<file path="config.mk">
export PLATFORM = sky130hd
export DESIGN_NAME = ts_sync_detector
export DESIGN_NICKNAME = d
export VERILOG_FILES = /design/src/rtl/ts_defs_pkg.sv /design/src/rtl/ts_pos_counter.sv /design/src/rtl/ts_sync_detector.sv
export SDC_FILE = /design/constraint.sdc
export NUM_CORES = 1
export LEC_CHECK = 0
export ABC_AREA = 0
export CORE_ASPECT_RATIO = 1.25
export CORE_UTILIZATION = 50
export CTS_CLUSTER_DIAMETER = 30
export DETAILED_ROUTE_END_ITERATION = 12
export DONT_BUFFER_PORTS = 1
export GPL_ROUTABILITY_DRIVEN = 0
export GPL_TIMING_DRIVEN = 0
export SLEW_MARGIN = 5
export SYNTH_ARGS = -nofsm -noshare
export SYNTH_HDL_FRONTEND = slang
export SYNTH_SLANG_ARGS = --single-unit
export TNS_END_PERCENT = 5
</file>
<file path="constraint.sdc">
create_clock -name clk -period 3.05 [get_ports clk]
set_clock_uncertainty 0.2 [all_clocks]
set_input_delay 0 -clock clk [delete_from_list [all_inputs] [get_ports clk]]
set_output_delay 0 -clock clk [all_outputs]
set_load 0.005 [all_outputs]
</file>
<file path="src/rtl/ts_defs_pkg.sv">
// ts_defs: shared constants and FSM state type for the TS sync detector.
//   TS_PKT_LEN    standard MPEG-2 TS packet length in bytes
//   TS_SYNC_BYTE  TS sync byte value
//   ts_state_e    detector FSM states (HUNT / VERIFY / LOCKED)
package ts_defs;

    localparam int unsigned TS_PKT_LEN   = 188;
    localparam logic [7:0]  TS_SYNC_BYTE = 8'h47;

    typedef enum logic [1:0] {
        ST_HUNT   = 2'd0,
        ST_VERIFY = 2'd1,
        ST_LOCKED = 2'd2
    } ts_state_e;

endpackage

</file>
<file path="src/rtl/ts_pos_counter.sv">
// ts_pos_counter: byte position within a TS packet.
//   clk      clock, posedge
//   rst_n    synchronous reset, active-low (pos -> 0)
//   en       advance by one, wrapping PKT_LEN-1 -> 0
//   clr      force pos to 0 (highest priority after reset)
//   load1    force pos to 1 (a sync byte was just taken as position 0)
//   pos      current position
//   at_zero  pos == 0 (packet boundary)
//   at_last  pos == PKT_LEN-1
module ts_pos_counter #(
    parameter int unsigned PKT_LEN = 188,
    parameter int unsigned POS_W   = $clog2(PKT_LEN)
) (
    input  logic             clk,
    input  logic             rst_n,
    input  logic             en,
    input  logic             clr,
    input  logic             load1,
    output logic [POS_W-1:0] pos,
    output logic             at_zero,
    output logic             at_last
);

    localparam logic [POS_W-1:0] POS_LAST = POS_W'(PKT_LEN - 1);

    always_ff @(posedge clk) begin
        if (!rst_n) begin
            pos <= '0;
        end else if (clr) begin
            pos <= '0;
        end else if (load1) begin
            pos <= POS_W'(1);
        end else if (en) begin
            pos <= (pos == POS_LAST) ? '0 : pos + 1'b1;
        end
    end

    assign at_zero = (pos == '0);
    assign at_last = (pos == POS_LAST);

endmodule

</file>
<file path="src/rtl/ts_sync_detector.sv">
// ts_sync_detector: per-stream MPEG-2 TS packet synchronizer.
// Hunts for SYNC_BYTE repeated every PKT_LEN bytes, locks after LOCK_CNT
// correctly spaced syncs, drops lock after UNLOCK_CNT consecutive misses,
// and forwards only whole, aligned packets with a fixed 1-cycle latency.
//   clk, rst_n              clock / synchronous active-low reset
//   in_valid, in_data       input byte stream (gaps allowed)
//   out_valid, out_data     aligned output bytes
//   out_sop, out_eop        first / last byte of a forwarded packet
//   out_sync_err            with out_sop: byte 0 was not SYNC_BYTE while locked
//   locked                  FSM is in LOCKED
//   sync_loss               one-cycle pulse on LOCKED -> HUNT
//   loss_count              saturating count of sync_loss events
//   pkt_count               wrapping count of forwarded packets
module ts_sync_detector
    import ts_defs::*;
#(
    parameter int unsigned          DATA_WIDTH = 8,
    parameter int unsigned          PKT_LEN    = TS_PKT_LEN,
    parameter logic [DATA_WIDTH-1:0] SYNC_BYTE = DATA_WIDTH'(TS_SYNC_BYTE),
    parameter int unsigned          LOCK_CNT   = 3,
    parameter int unsigned          UNLOCK_CNT = 3
) (
    input  logic                  clk,
    input  logic                  rst_n,
    input  logic                  in_valid,
    input  logic [DATA_WIDTH-1:0] in_data,
    output logic                  out_valid,
    output logic [DATA_WIDTH-1:0] out_data,
    output logic                  out_sop,
    output logic                  out_eop,
    output logic                  out_sync_err,
    output logic                  locked,
    output logic                  sync_loss,
    output logic [15:0]           loss_count,
    output logic [31:0]           pkt_count
);

    localparam int unsigned POS_W  = $clog2(PKT_LEN);
    localparam int unsigned GOOD_W = $clog2(LOCK_CNT + 1);
    localparam int unsigned MISS_W = $clog2(UNLOCK_CNT + 1);
    // Counter values at which one more event completes lock / loss.
    localparam logic [GOOD_W-1:0] GOOD_LAST = GOOD_W'(LOCK_CNT - 1);
    localparam logic [MISS_W-1:0] MISS_LAST = MISS_W'(UNLOCK_CNT - 1);

    ts_state_e         state, state_nxt;
    logic [GOOD_W-1:0] good, good_nxt;
    logic [MISS_W-1:0] miss, miss_nxt;

    logic [POS_W-1:0]  pos;
    logic              at_zero, at_last;
    logic              pos_en, pos_clr, pos_load1;
    logic              is_sync;
    logic              fwd;
    logic              lose;

    ts_pos_counter #(
        .PKT_LEN (PKT_LEN),
        .POS_W   (POS_W)
    ) u_pos (
        .clk     (clk),
        .rst_n   (rst_n),
        .en      (pos_en),
        .clr     (pos_clr),
        .load1   (pos_load1),
        .pos     (pos),
        .at_zero (at_zero),
        .at_last (at_last)
    );

    assign is_sync = (in_data == SYNC_BYTE);

    always_ff @(posedge clk) begin
        if (!rst_n) begin
            state <= ST_HUNT;
            good  <= '0;
            miss  <= '0;
        end else begin
            state <= state_nxt;
            good  <= good_nxt;
            miss  <= miss_nxt;
        end
    end

    always_comb begin
        state_nxt = state;
        good_nxt  = good;
        miss_nxt  = miss;
        pos_en    = 1'b0;
        pos_clr   = 1'b0;
        pos_load1 = 1'b0;
        fwd       = 1'b0;
        lose      = 1'b0;
        if (in_valid) begin
            unique case (state)
                ST_HUNT: begin
                    if (is_sync) begin
                        state_nxt = ST_VERIFY;
                        pos_load1 = 1'b1;
                        good_nxt  = GOOD_W'(1);
                    end
                end
                ST_VERIFY: begin
                    pos_en = 1'b1;
                    if (at_zero) begin
                        if (!is_sync) begin
                            state_nxt = ST_HUNT;
                            good_nxt  = '0;
                            pos_clr   = 1'b1;
                        end else if (good == GOOD_LAST) begin
                            // The locking sync byte itself opens the first output packet.
                            state_nxt = ST_LOCKED;
                            good_nxt  = '0;
                            miss_nxt  = '0;
                            fwd       = 1'b1;
                        end else begin
                            good_nxt = good + 1'b1;
                        end
                    end
                end
                ST_LOCKED: begin
                    pos_en = 1'b1;
                    fwd    = 1'b1;
                    if (at_zero) begin
                        if (is_sync) begin
                            miss_nxt = '0;
                        end else if (miss == MISS_LAST) begin
                            // Dropping this boundary byte keeps every output packet whole.
                            state_nxt = ST_HUNT;
                            miss_nxt  = '0;
                            pos_clr   = 1'b1;
                            fwd       = 1'b0;
                            lose      = 1'b1;
                        end else begin
                            miss_nxt = miss + 1'b1;
                        end
                    end
                end
                default: begin
                    state_nxt = ST_HUNT;
                    good_nxt  = '0;
                    miss_nxt  = '0;
                    pos_clr   = 1'b1;
                end
            endcase
        end
    end

    always_ff @(posedge clk) begin
        if (!rst_n) begin
            out_valid    <= 1'b0;
            out_data     <= '0;
            out_sop      <= 1'b0;
            out_eop      <= 1'b0;
            out_sync_err <= 1'b0;
            sync_loss    <= 1'b0;
            loss_count   <= '0;
            pkt_count    <= '0;
        end else begin
            out_valid    <= fwd;
            out_sop      <= fwd && at_zero;
            out_eop      <= fwd && at_last;
            out_sync_err <= fwd && at_zero && !is_sync;
            sync_loss    <= lose;
            if (fwd) begin
                out_data <= in_data;
            end
            if (lose && (loss_count != '1)) begin
                loss_count <= loss_count + 1'b1;
            end
            if (fwd && at_last) begin
                pkt_count <= pkt_count + 1'b1;
            end
        end
    end

    assign locked = (state == ST_LOCKED);

endmodule

</file>
=== Word level (Yosys, flattened, before mapping) ===
Index checks and enable logic that the tools add are counted.

* Add/sub/neg operators: 5
* Eq/ne operators: 15
* Multiplexer cells: 44
* Bitwise gates (word level): 3
* Reduce and logical (&&, ||, !) cells: 14

{| class="wikitable"
|+ Operators with widths
! cell !! count
|-
| $add A32 B1 Y32 const B || 1
|-
| $mux W2 || 16
|-
| $mux W1 || 22
|-
| $pmux W2 S3 || 3
|-
| $add A16 B1 Y16 const B || 1
|-
| $ne A16 B16 Y1 const B || 1
|-
| $ne A2 B2 Y1 const B || 5
|-
| $add A8 B1 Y8 const B || 1
|-
| $eq A8 B7 Y1 const B || 1
|-
| $eq A8 B8 Y1 const B || 1
|-
| $logic_not A8 Y1 || 1
|-
| $mux W8 || 1
|-
| $reduce_and A7 Y1 || 1
|-
| $eq A2 B2 Y1 const B || 3
|-
| $reduce_and A6 Y1 || 1
|-
| $add A2 B1 Y2 const B || 2
|-
| $logic_and A1 B1 Y1 || 4
|-
| $ne A2 B1 Y1 const B || 2
|-
| $reduce_and A4 Y1 || 1
|-
| $reduce_or A2 Y1 || 2
|-
| $ne A3 B3 Y1 const B || 1
|-
| $not A1 Y1 || 3
|-
| $pmux W1 S3 || 1
|-
| $reduce_or A3 Y1 || 1
|-
| other kinds (5) || 5
|}

* Bits in registers: 75
* Input port bits: 11
* Output and inout bits: 62
* Word-level logic and storage cells: 94

=== Depth between registers and ports, before layout ===
Gate-level depths: netlist (run 1).

* Word-level depth: 8
* Depth in mapped cells: 9
* Mapped depth without buffers: 7

=== Modules after synthesis ===
A second synthesis (run 1) with hierarchy kept.

* Cells, all modules: 440
* Area, all modules: 3767.4 um^2

{| class="wikitable"
|+ Modules (own cells, without submodules)
! module !! times used !! cells an instance !! area an instance (um^2) !! sequential area each (um^2)
|-
| ts_sync_detector || 1 || 383 || 3285.7 || 1341.3
|-
| ts_pos_counter || 1 || 57 || 481.7 || 160.2
|}

=== Worst setup path before layout (run 1) ===
Ideal clock, no wire load.

* Kind: flip-flop to flip-flop
* From: register u_pos.pos[0]
* To: register loss_count[4]
* Library setup time: 0.071 ns
* Arrival time: 2.543 ns
* Required time: 2.779 ns
* Slack: 0.236 ns
* Stages on the path, launching flop included: 10
* Buffers on the path: 2
* Period minus slack after synthesis: 2.814 ns
* Cells stage by stage: dfxtp_1 > inv_1 > ha_1 > or4b_1 > buf_2 > or4b_4 > a2111o_1 > buf_6 > or3_1 > a21oi_1

* Word-level cells in the longest chain between the ends: 5

{| class="wikitable"
|+ RTL lines
! what !! line !! source
|-
| start: declaration || ts_pos_counter.sv:19 || <nowiki>output logic [POS_W-1:0] pos,</nowiki>
|-
| start signal: assignment || ts_pos_counter.sv:34 || <nowiki>pos <= (pos == POS_LAST) ? '0 : pos + 1'b1;</nowiki>
|-
| $logic_not A8 Y1 || ts_pos_counter.sv:38 || <nowiki>assign at_zero = (pos == '0);</nowiki>
|-
| $mux W1 || ts_sync_detector.sv:123 || <nowiki>if (at_zero) begin</nowiki>
|-
| $mux W1 || ts_sync_detector.sv:94 || <nowiki>unique case (state)</nowiki>
|-
| $mux W1 || ts_sync_detector.sv:93 || <nowiki>if (in_valid) begin</nowiki>
|-
| $logic_and A1 B1 Y1 || ts_sync_detector.sv:167 || <nowiki>if (lose && (loss_count != '1)) begin</nowiki>
|-
| end signal: assignment || ts_sync_detector.sv:168 || <nowiki>loss_count <= loss_count + 1'b1;</nowiki>
|-
| end: declaration || ts_sync_detector.sv:34 || <nowiki>output logic [15:0] loss_count,</nowiki>
|}

Every way passes these cells.
A chain may end at the register's enable or synchronous reset.

=== Worst setup path in the final report (run 1) ===
* From: register u_pos.pos[1]
* To: register loss_count[4]

The elaborated chain is that of the path after synthesis.

==> results.sh, run 1 <==
export IMPL_status="finished clean"
export IMPL_grt_busiest_layer="met2"
export IMPL_cts_buffers=9
export IMPL_grt_start_max_net_pins=14
export IMPL_io_buffers=0
export IMPL_syn_inst=440
export IMPL_path_delay_family="simple AND/OR/NAND/NOR gates"
export IMPL_diodes=0
export IMPL_worstSetupStartpointType="flop"
export IMPL_first_pass_iters=4
export IMPL_async_reset_ff_share_pct=0
export IMPL_use_met1_pct=26.49
export IMPL_initial_utilization_pct=51.48
export IMPL_grt_pass1_vias=3176
export IMPL_dp_hpwl_mm=6.363
export IMPL_antenna_found_initial=0
export IMPL_cts_buffer_depth=2
export IMPL_worstPathRequired_ns=3.14
export IMPL_drtIter0Drc=114
export IMPL_fin_nets=481
export IMPL_ys_ff_latch=75
export IMPL_h_tree_depth=3
export IMPL_r2r_cells=9
export IMPL_drt_wirelength_per_cell_um=16.05
export IMPL_slowest_delay_ns=0.52
export IMPL_min_from="in_data[6]"
export IMPL_multiInputGateArea_um2=2152
export IMPL_min_path_cells=4
export IMPL_tightestPinTransition_ns=0.6736
export IMPL_grtUsageTotal_pct=23.86
export IMPL_ys_seq_area_share_pct=39.88
export IMPL_hold_violations=0
export IMPL_grt_pass1_wl_mm=14.89
export IMPL_num_rows=35
export IMPL_grt_overflow_total=0
export IMPL_die_h_um=99.02
export IMPL_drt_total_wl_mm=8.970
export IMPL_whs_ns=0.03763
export IMPL_utilization_pct=57.57
export IMPL_reg2reg_slack_ns=0.07
export IMPL_syn_num_nets=459
export IMPL_endpoint_kind="flop"
export IMPL_slew_violations=0
export IMPL_fin_crit_ns=2.981
export IMPL_gr_usage_met2_pct=41.03
export IMPL_worstReg2RegStart="u_pos.pos[1]"
export IMPL_insertion_delay_ns=0.36
export IMPL_critical_path_slowest_cell="or4b_4"
export IMPL_maxCapViolations=0
export IMPL_coreArea_um2=7313
export IMPL_viasPerCell=5.882
export IMPL_grt_setup_unrepaired="yes"
export IMPL_dieArea_um2=7883
export IMPL_ys_types=48
export IMPL_fillers=674
export IMPL_avgSynthCellArea_um2=8.557
export IMPL_min_to="state[1]"
export IMPL_fmax_mhz=335.4
export IMPL_hold_path_class="input port to flop"
export IMPL_cts_sinks=75
export IMPL_worst_slack_ns=0.06861
export IMPL_detail_route_antenna_nets=0
export IMPL_worstPathArrival_ns=3.07
export IMPL_synth_edf_count=0
export IMPL_die_w_um=79.61
export IMPL_yosys_warnings=0
export IMPL_synth_flop_cell="dfxtp_1"
export IMPL_drive_above_1_share_pct=7.495
export IMPL_regArea_um2=1503
export IMPL_cts_root_buf="clkbuf_8"
export IMPL_maxSlewHeadroom_pct=54.93
export IMPL_syn_cell_area_um2=3765
export IMPL_tritoncts="built"
export IMPL_period_share_pct=97.75
export IMPL_p_per_area_nw_per_um2=430.7
export IMPL_cp_max_fo=10
export IMPL_setup_viol=0
export IMPL_r2r_end="loss_count[4]"
export IMPL_leakagePower_nw=1.627
export IMPL_crit_buf_inv=3
export IMPL_ir_worst_vdd_mv=0.2402
export IMPL_pin_count=73
export IMPL_path_cells="inv_1 -> ha_1 -> or4b_1 -> buf_2 -> or4b_4 -> a2111o_1 -> buf_6 -> or3_1 -> a21oi_1"
export IMPL_area_growth_pct=11.83
export IMPL_fin_area_um2=4210
export IMPL_drt_drc_violations_left=0
export IMPL_crit_type="flop to flop"
export IMPL_grtUsageMet3_pct=7.963
export IMPL_place_ws_ns=-0.3958
export IMPL_vias=3288
export IMPL_path_clk_slew_ns=0.09
export IMPL_placed_area_um2=3880
==> flip-flops by register name, summed over array words and instances (netlist names) <==
name	flops
pkt_count	32
loss_count	16
out_data	8
u_pos.pos	8
good	2
miss	2
state	2
out_eop	1
out_sop	1
out_sync_err	1
out_valid	1
sync_loss	1
==> cell usage after synthesis, drive strengths merged (3+ instances only) <==
library cell  instances  area share (%)
a21oi                20             2.7
and2                  5            0.83
and3                  6             1.0
and4                  9             2.1
buf                   5            0.90
clkbuf               15             1.5
dfxtp                75              40
ha                    8             2.7
inv                  12             1.2
mux2i                40              11
nand2                71             7.1
nand2b               29             4.8
nand3                20             2.7
nand4                15             2.5
nor2                 17             1.7
nor3                 10             1.3
nor4                  3            0.50
nor4b                 3            0.70
o21ai                11             1.5
o31ai                 9             1.8
or2                   4            0.66
or3                   6             1.0
or4                   9             1.8
or4b                  5             1.4
xnor2                 5             1.2
xor2                  3            0.70
==> report_power, final <==
group,total [mW],internal (mW),switching (mW)
logic,0.0618,0.0214,0.0404
clock network,0.773,0.375,0.398
registers,0.979,0.978,0.000249
total,1.81,1.37,0.439
==> worst min-delay path: stages <==
cell	delay, ns
or4b_1	0.21
nor2_1	0.13
nand2_1	0.11
a311oi_1	0.09
==> worst max path at each step <==
| stage | startpoint | endpoint | slack, ns | depth (start not counted) |
|---|---|---|---|---|
| 2_1_floorplan | u_pos.pos[0] | loss_count[4] | 0.24 | 9 |
| 3_3_place_gp | state[0] | pkt_count[23] | -0.38 | 8 |
| 3_5_place_dp | state[1] | pkt_count[23] | -0.40 | 8 |
| 4_1_cts | u_pos.pos[0] | loss_count[4] | 0.04 | 9 |
| 5_1_grt | u_pos.pos[1] | loss_count[4] | -0.09 | 9 |
| 6_report | u_pos.pos[1] | loss_count[4] | 0.07 | 9 |
==> area by class of cell <==
| cell class | count | share of cell area, % |
|---|---|---|
| sequential | 75 | 35.69 |
| buffer | 20 | 2.169 |
| clock buffer | 9 | 2.942 |
| inverter | 13 | 1.159 |
| timing repair buffer | 11 | 2.556 |
| multi-input combinational | 332 | 51.11 |
| clock inverter | 7 | 1.634 |
| tap | 92 | 2.734 |
==> metal layers <==
| metal | routed length, um | part of all wire (%) |
|---|---|---|
| met5 | 0 | 0 |
| met4 | 203 | 2.3 |
| met3 | 464 | 5.2 |
| met2 | 4460 | 50 |
| met1 | 3842 | 43 |
==> metrics by stage <==
step                      TNS, ns  power (mW)  std cells
after global routing      -0.3021       1.876        559
final                           0       1.813        559
after detailed placement   -7.489       1.051        532
after floorplan                 0       1.037        440
after global placement     -6.653       1.050        532
after CTS                       0       1.829        559
==> cells in the final DEF, fill, tap and decap left out, types with 10 or more instances in the layout <==
master,n
mux2i_1,40
nand2b_1,29
inv_1,11
nor2_1,17
a21oi_1,20
nand4_1,15
dfxtp_1,74
dlygate4sd3_1,10
nand2_1,71
clkbuf_1,14
nand3_1,20
nor3_1,10
==> logic make-up after synthesis <==
group	after synthesis	share of synthesized area, %
flip-flops	75	39.88
multiplexers	40	10.63
XOR/XNOR	8	1.861
buffers and inverters	33	3.689
adder cells (fa/ha/maj)	8	2.659
AO/OA/AOI/OAI	59	10.20
AND/OR/NAND/NOR	217	31.07
==> timing repair <==
action	CTS	global route
setup buffers	1	0
pin swaps	1	0
setup endpoints to repair	35	32
gates cloned	0	0
hold buffers	10	0
endpoints found under the hold margin	42	0
resized for setup	2	7
Note: power is estimated with default switching activity, not from simulation.
==> inputs of run 2 (changes only) <==
Settings changed: CORE_ASPECT_RATIO 1.25 to unset.
==> results.sh, run 2 (synthesized netlist as in run 1, its figures left out) <==
export IMPL_drt_drc_violations_left=0
export IMPL_multiInputGateArea_um2=2157
export IMPL_period_share_pct=98.41
export IMPL_largest_reg_flops=32
export IMPL_io_buffers=0
export IMPL_leakagePower_nw=1.663
export IMPL_min_from="in_data[1]"
export IMPL_drive_above_1_share_pct=8.102
export IMPL_maxCapViolations=0
export IMPL_drt_total_wl_mm=8.987
export IMPL_grtUsageMet3_pct=8.769
export IMPL_drt_wirelength_per_cell_um=15.82
export IMPL_cts_sinks=75
export IMPL_regArea_um2=1504
export IMPL_detail_route_antenna_nets=0
export IMPL_gr_usage_met2_pct=39.16
export IMPL_h_tree_depth=3
export IMPL_coreArea_um2=7253
export IMPL_maxSlewHeadroom_pct=53.66
export IMPL_ir_worst_vdd_mv=0.2168
export IMPL_grt_pass1_wl_mm=14.39
export IMPL_antenna_found_initial=0
export IMPL_cp_max_fo=10
export IMPL_initial_utilization_pct=51.91
export IMPL_fillers=684
export IMPL_fin_area_um2=4308
export IMPL_diodes=0
export IMPL_r2r_cells=9
export IMPL_cts_root_buf="clkbuf_8"
export IMPL_grt_busiest_layer="met2"
export IMPL_fin_cells=568
export IMPL_viasPerCell=5.776
export IMPL_area_growth_pct=14.42
export IMPL_min_path_cells=4
export IMPL_fin_crit_ns=3.001
export IMPL_grt_setup_unrepaired="yes"
export IMPL_grt_start_max_net_pins=14
export IMPL_grt_overflow_total=0
export IMPL_fmax_mhz=333.2
export IMPL_worstReg2RegStart="u_pos.pos[1]"
export IMPL_drtIter0Drc=129
export IMPL_path_clk_slew_ns=0.08
export IMPL_largest_register="pkt_count"
export IMPL_hold_path_class="input port to flop"
export IMPL_worstPathRequired_ns=3.10
export IMPL_hold_violations=0
export IMPL_final_common_cell="dfxtp_1"
export IMPL_tightestPinTransition_ns=0.6925
export IMPL_reg2reg_slack_ns=0.05
export IMPL_r2r_end="out_sop"
export IMPL_cts_buffers=9
export IMPL_worstSetupStartpointType="flop"
export IMPL_worstPathArrival_ns=3.05
export IMPL_vias=3281
export IMPL_cts_buffer_depth=2
export IMPL_min_to="state[1]"
export IMPL_path_cells="inv_1 -> ha_1 -> or4b_4 -> buf_6 -> or4b_4 -> o21ai_0 -> a21oi_1 -> buf_2 -> and3_1"
export IMPL_utilization_pct=59.39
export IMPL_num_rows=31
export IMPL_use_met1_pct=29.43
export IMPL_first_pass_iters=4
export IMPL_layout_common_cells="73 x dfxtp_1, 71 x nand2_1, 40 x mux2i_1"
export IMPL_fin_nets=483
export IMPL_insertion_delay_ns=0.36
export IMPL_endpoint_kind="flop"
export IMPL_die_h_um=88.78
export IMPL_pin_count=73
export IMPL_p_per_area_nw_per_um2=464.1
export IMPL_status="finished clean"
export IMPL_die_w_um=88.78
export IMPL_tritoncts="built"
export IMPL_slowest_delay_ns=0.49
export IMPL_dieArea_um2=7881
export IMPL_dp_hpwl_mm=6.278
export IMPL_slew_violations=0
export IMPL_largestRegisters="pkt_count (32), loss_count (16)"
export IMPL_placed_area_um2=3889
export IMPL_grt_pass1_vias=2980
export IMPL_critical_path_slowest_cell="or4b_4"
export IMPL_dpl_cell_count=539
export IMPL_setup_viol=0
export IMPL_cp_common_cell="or4b_4"
export IMPL_grtUsageTotal_pct=23.89
export IMPL_whs_ns=0.04755
export IMPL_crit_type="flop to flop"
-- run 2: cell count changes in the layout (fill, tap and decap cells not counted), sizes merged --
cell,before,now
inv,12,13
bufinv,1,3
clkbuf,24,25
clkinvlp,2,1
dlygate4sd3,10,12
clkinv,5,2
-- run 2: layer usage --
metal | routed length [um] | part of all wire, % | vias to the layer above
met1 | 4098 | 46 | 1580
met4 | 69 | 0.77 | 0
li1 | - | - | 1632
met2 | 4300 | 48 | 64
met3 | 519 | 5.8 | 5
met5 | 0 | 0 | -
-- run 2: worst max path at each step --
stage	start	endpoint	slack (ns)	cells past startpoint
after floorplan	u_pos.pos[0]	loss_count[4]	0.24	9
after global placement	state[0]	pkt_count[23]	-0.41	8
after detailed placement	state[0]	pkt_count[23]	-0.45	8
after CTS	u_pos.pos[0]	loss_count[4]	-0.008	9
after global routing	u_pos.pos[0]	loss_count[2]	-0.05	9
final	u_pos.pos[1]	out_sop	0.05	9
-- run 2: worst max-delay path: cells and delay by family (launching register included) --
kind	cells	cell delay [ns]
simple gates	3	1.15
compound gates	2	0.60
buf+inv	3	0.47
flops	1	0.34
fa+ha+maj	1	0.13
-- run 2: per-stage QoR --
| stage | setup slack, ns | power (mW) | setup TNS (ns) |
|---|---|---|---|
| floorplan | 0.2360 | 1.037 | 0 |
| global placement | -0.4134 | 1.051 | -7.625 |
| detailed placement | -0.4475 | 1.052 | -8.125 |
| CTS | -0.008278 | 2.017 | -0.008278 |
| global route | -0.04669 | 2.071 | -0.1938 |
| finish | 0.04855 | 1.999 | 0 |
-- run 2: final cells by class --
| cell class | count | share of cell area (%) |
|---|---|---|
| inverter | 13 | 1.133 |
| multi-input combinational | 332 | 50.07 |
| clock inverter | 6 | 2.585 |
| buffer | 20 | 2.265 |
| clock buffer | 10 | 3.195 |
| sequential | 75 | 34.91 |
| tap | 99 | 2.875 |
| timing repair buffer | 13 | 2.963 |
-- run 2: report_power, final --
group          internal, mW  switching (mW)
Combinational        0.0224          0.0420
Sequential            0.978        0.000231
Clock                 0.567           0.389
-- run 2: what timing repair did --
| item | in CTS | in global routing |
|---|---|---|
| gates resized for setup | 2 | 12 |
| pin swaps | 1 | 2 |
| hold buffers | 12 | 0 |
| hold endpoints to repair | 43 | 0 |
| setup endpoints to repair | 33 | 26 |
| setup buffers | 1 | 0 |
==> inputs of run 3 (changes only) <==
Clock period 3.05 ns to 3.55 ns, I/O delays scaled along.
==> results.sh, run 3 (synthesized netlist as in run 1, its figures left out) <==
export IMPL_status="finished clean"
export IMPL_fmax_mhz=313.6
export IMPL_drt_wirelength_per_cell_um=15.79
export IMPL_tightestPinTransition_ns=1.050
export IMPL_insertion_delay_ns=0.36
export IMPL_min_to="state[1]"
export IMPL_antenna_found_initial=0
export IMPL_maxCapViolations=0
export IMPL_drive_above_1_share_pct=6.210
export IMPL_leakagePower_nw=1.651
export IMPL_hold_violations=0
export IMPL_num_rows=31
export IMPL_initial_utilization_pct=51.91
export IMPL_die_h_um=88.78
export IMPL_r2r_cells=8
export IMPL_min_path_cells=4
export IMPL_setup_viol=0
export IMPL_drt_total_wl_mm=8.936
export IMPL_period_share_pct=89.82
export IMPL_largestRegisters="pkt_count (32), loss_count (16)"
export IMPL_io_buffers=0
export IMPL_detail_route_antenna_nets=0
export IMPL_pin_count=73
export IMPL_ir_worst_vdd_mv=0.1863
export IMPL_worstReg2RegStart="u_pos.pos[0]"
export IMPL_area_growth_pct=12.99
export IMPL_slowest_delay_ns=0.71
export IMPL_utilization_pct=58.65
export IMPL_drtIter0Drc=120
export IMPL_dp_hpwl_mm=6.278
export IMPL_grtUsageTotal_pct=23.79
export IMPL_reg2reg_slack_ns=0.36
export IMPL_coreArea_um2=7253
export IMPL_crit_buf_inv=2
export IMPL_first_pass_iters=5
export IMPL_p_per_area_nw_per_um2=403.4
export IMPL_drt_drc_violations_left=0
export IMPL_largest_register="pkt_count"
export IMPL_grt_overflow_total=0
export IMPL_cts_sinks=75
export IMPL_die_w_um=88.78
export IMPL_worstPathArrival_ns=3.27
export IMPL_layout_common_cells="75 x dfxtp_1, 71 x nand2_1, 40 x mux2i_1"
export IMPL_final_setup_tns_ns=0
export IMPL_hold_path_class="input port to flop"
export IMPL_endpoint_kind="flop"
export IMPL_post_cts_resized=0
export IMPL_grt_pass1_wl_mm=14.33
export IMPL_cts_buffer_depth=2
export IMPL_fin_crit_ns=3.189
export IMPL_diodes=0
export IMPL_cts_root_buf="clkbuf_8"
export IMPL_dieArea_um2=7881
export IMPL_path_delay_family="simple AND/OR/NAND/NOR gates"
export IMPL_viasPerCell=5.751
export IMPL_cts_buffers=9
export IMPL_crit_type="flop to flop"
export IMPL_h_tree_depth=3
export IMPL_vias=3255
export IMPL_grt_start_max_net_pins=14
export IMPL_worstPathRequired_ns=3.63
export IMPL_final_common_cell="dfxtp_1"
export IMPL_r2r_end="loss_count[9]"
export IMPL_min_from="in_data[1]"
export IMPL_cp_max_fo=9
export IMPL_largest_reg_flops=32
export IMPL_critical_path_slowest_cell="or4b_2"
export IMPL_path_cells="inv_1 -> ha_1 -> or4b_1 -> buf_2 -> nor4b_1 -> nand4_1 -> or4b_2 -> a21oi_1"
export IMPL_tritoncts="built"
export IMPL_fin_nets=481
export IMPL_path_clk_slew_ns=0.08
export IMPL_slew_violations=0
export IMPL_maxSlewHeadroom_pct=28.99
export IMPL_grt_pass1_vias=2972
export IMPL_worstSetupStartpointType="flop"
export IMPL_cp_startpoint="u_pos.pos[0]"
export IMPL_grt_setup_unrepaired="no"
[run 3: worst max-delay path by stage]
stage,endpoint,slack (ns),cells after the start
5_1_grt,loss_count[9],0.17,9
6_report,loss_count[9],0.36,8
3_3_place_gp,pkt_count[23],0.09,8
4_1_cts,pkt_count[23],0.02,8
2_1_floorplan,loss_count[4],0.74,9
3_5_place_dp,pkt_count[23],0.05,8
[run 3: repair_timing]
item | CTS | global route
hold buffers | 11 | 0
endpoints found under the hold margin | 43 | 0
setup buffers | 0 | 0
[run 3: cell type report]
cell class / instances / area, um^2
repair buffers: 11 / 110.1
fillers: 690 / 2999
clock buffers: 10 / 137.6
clock inverters: 6 / 111.4
plain buffers: 20 / 90.09
inverters: 13 / 48.80
well taps: 99 / 123.9
flip-flops and latches: 75 / 1501
multi-input cells: 332 / 2131
[run 3: worst reg2reg max path, cell delays in order, from the launching register on]
cell	delay [ns]
dfxtp_1	0.34
inv_1	0.10
ha_1	0.14
or4b_1	0.44
buf_2	0.18
nor4b_1	0.44
nand4_1	0.42
or4b_2	0.71
a21oi_1	0.16
[run 3: stage by stage]
| step | hold WS (ns) | power [mW] | area [um^2] | setup WS (ns) | cells |
|---|---|---|---|---|---|
| after detailed placement | -0.05099 | 0.9041 | 3889 | 0.05251 | 539 |
| after floorplan | -0.05790 | 0.8913 | 3765 | 0.7360 | 440 |
| final | 0.04515 | 1.716 | 4254 | 0.3615 | 566 |
| after global routing | 0.06284 | 1.778 | 4254 | 0.1722 | 566 |
| after CTS | 0.001746 | 1.732 | 4248 | 0.01917 | 566 |
| after global placement | -0.05412 | 0.9032 | 3889 | 0.08663 | 539 |
[run 3: report_power, final]
part | switching (mW) | leakage (nW) | internal, mW
clock network | 0.334 | 0.123 | 0.487
registers | 0.000187 | 0.604 | 0.840
logic | 0.0355 | 0.924 | 0.0184
total | 0.370 | 1.65 | 1.35
[run 3: per-layer routing]
metal | vias to the layer above | share of wire, % | track usage [%]
met5 | - | 0 | 0
met4 | 0 | 0.74 | 6.891
met3 | 6 | 5.8 | 8.769
met2 | 68 | 48 | 38.95
met1 | 1551 | 46 | 29.31
li1 | 1630 | - | -
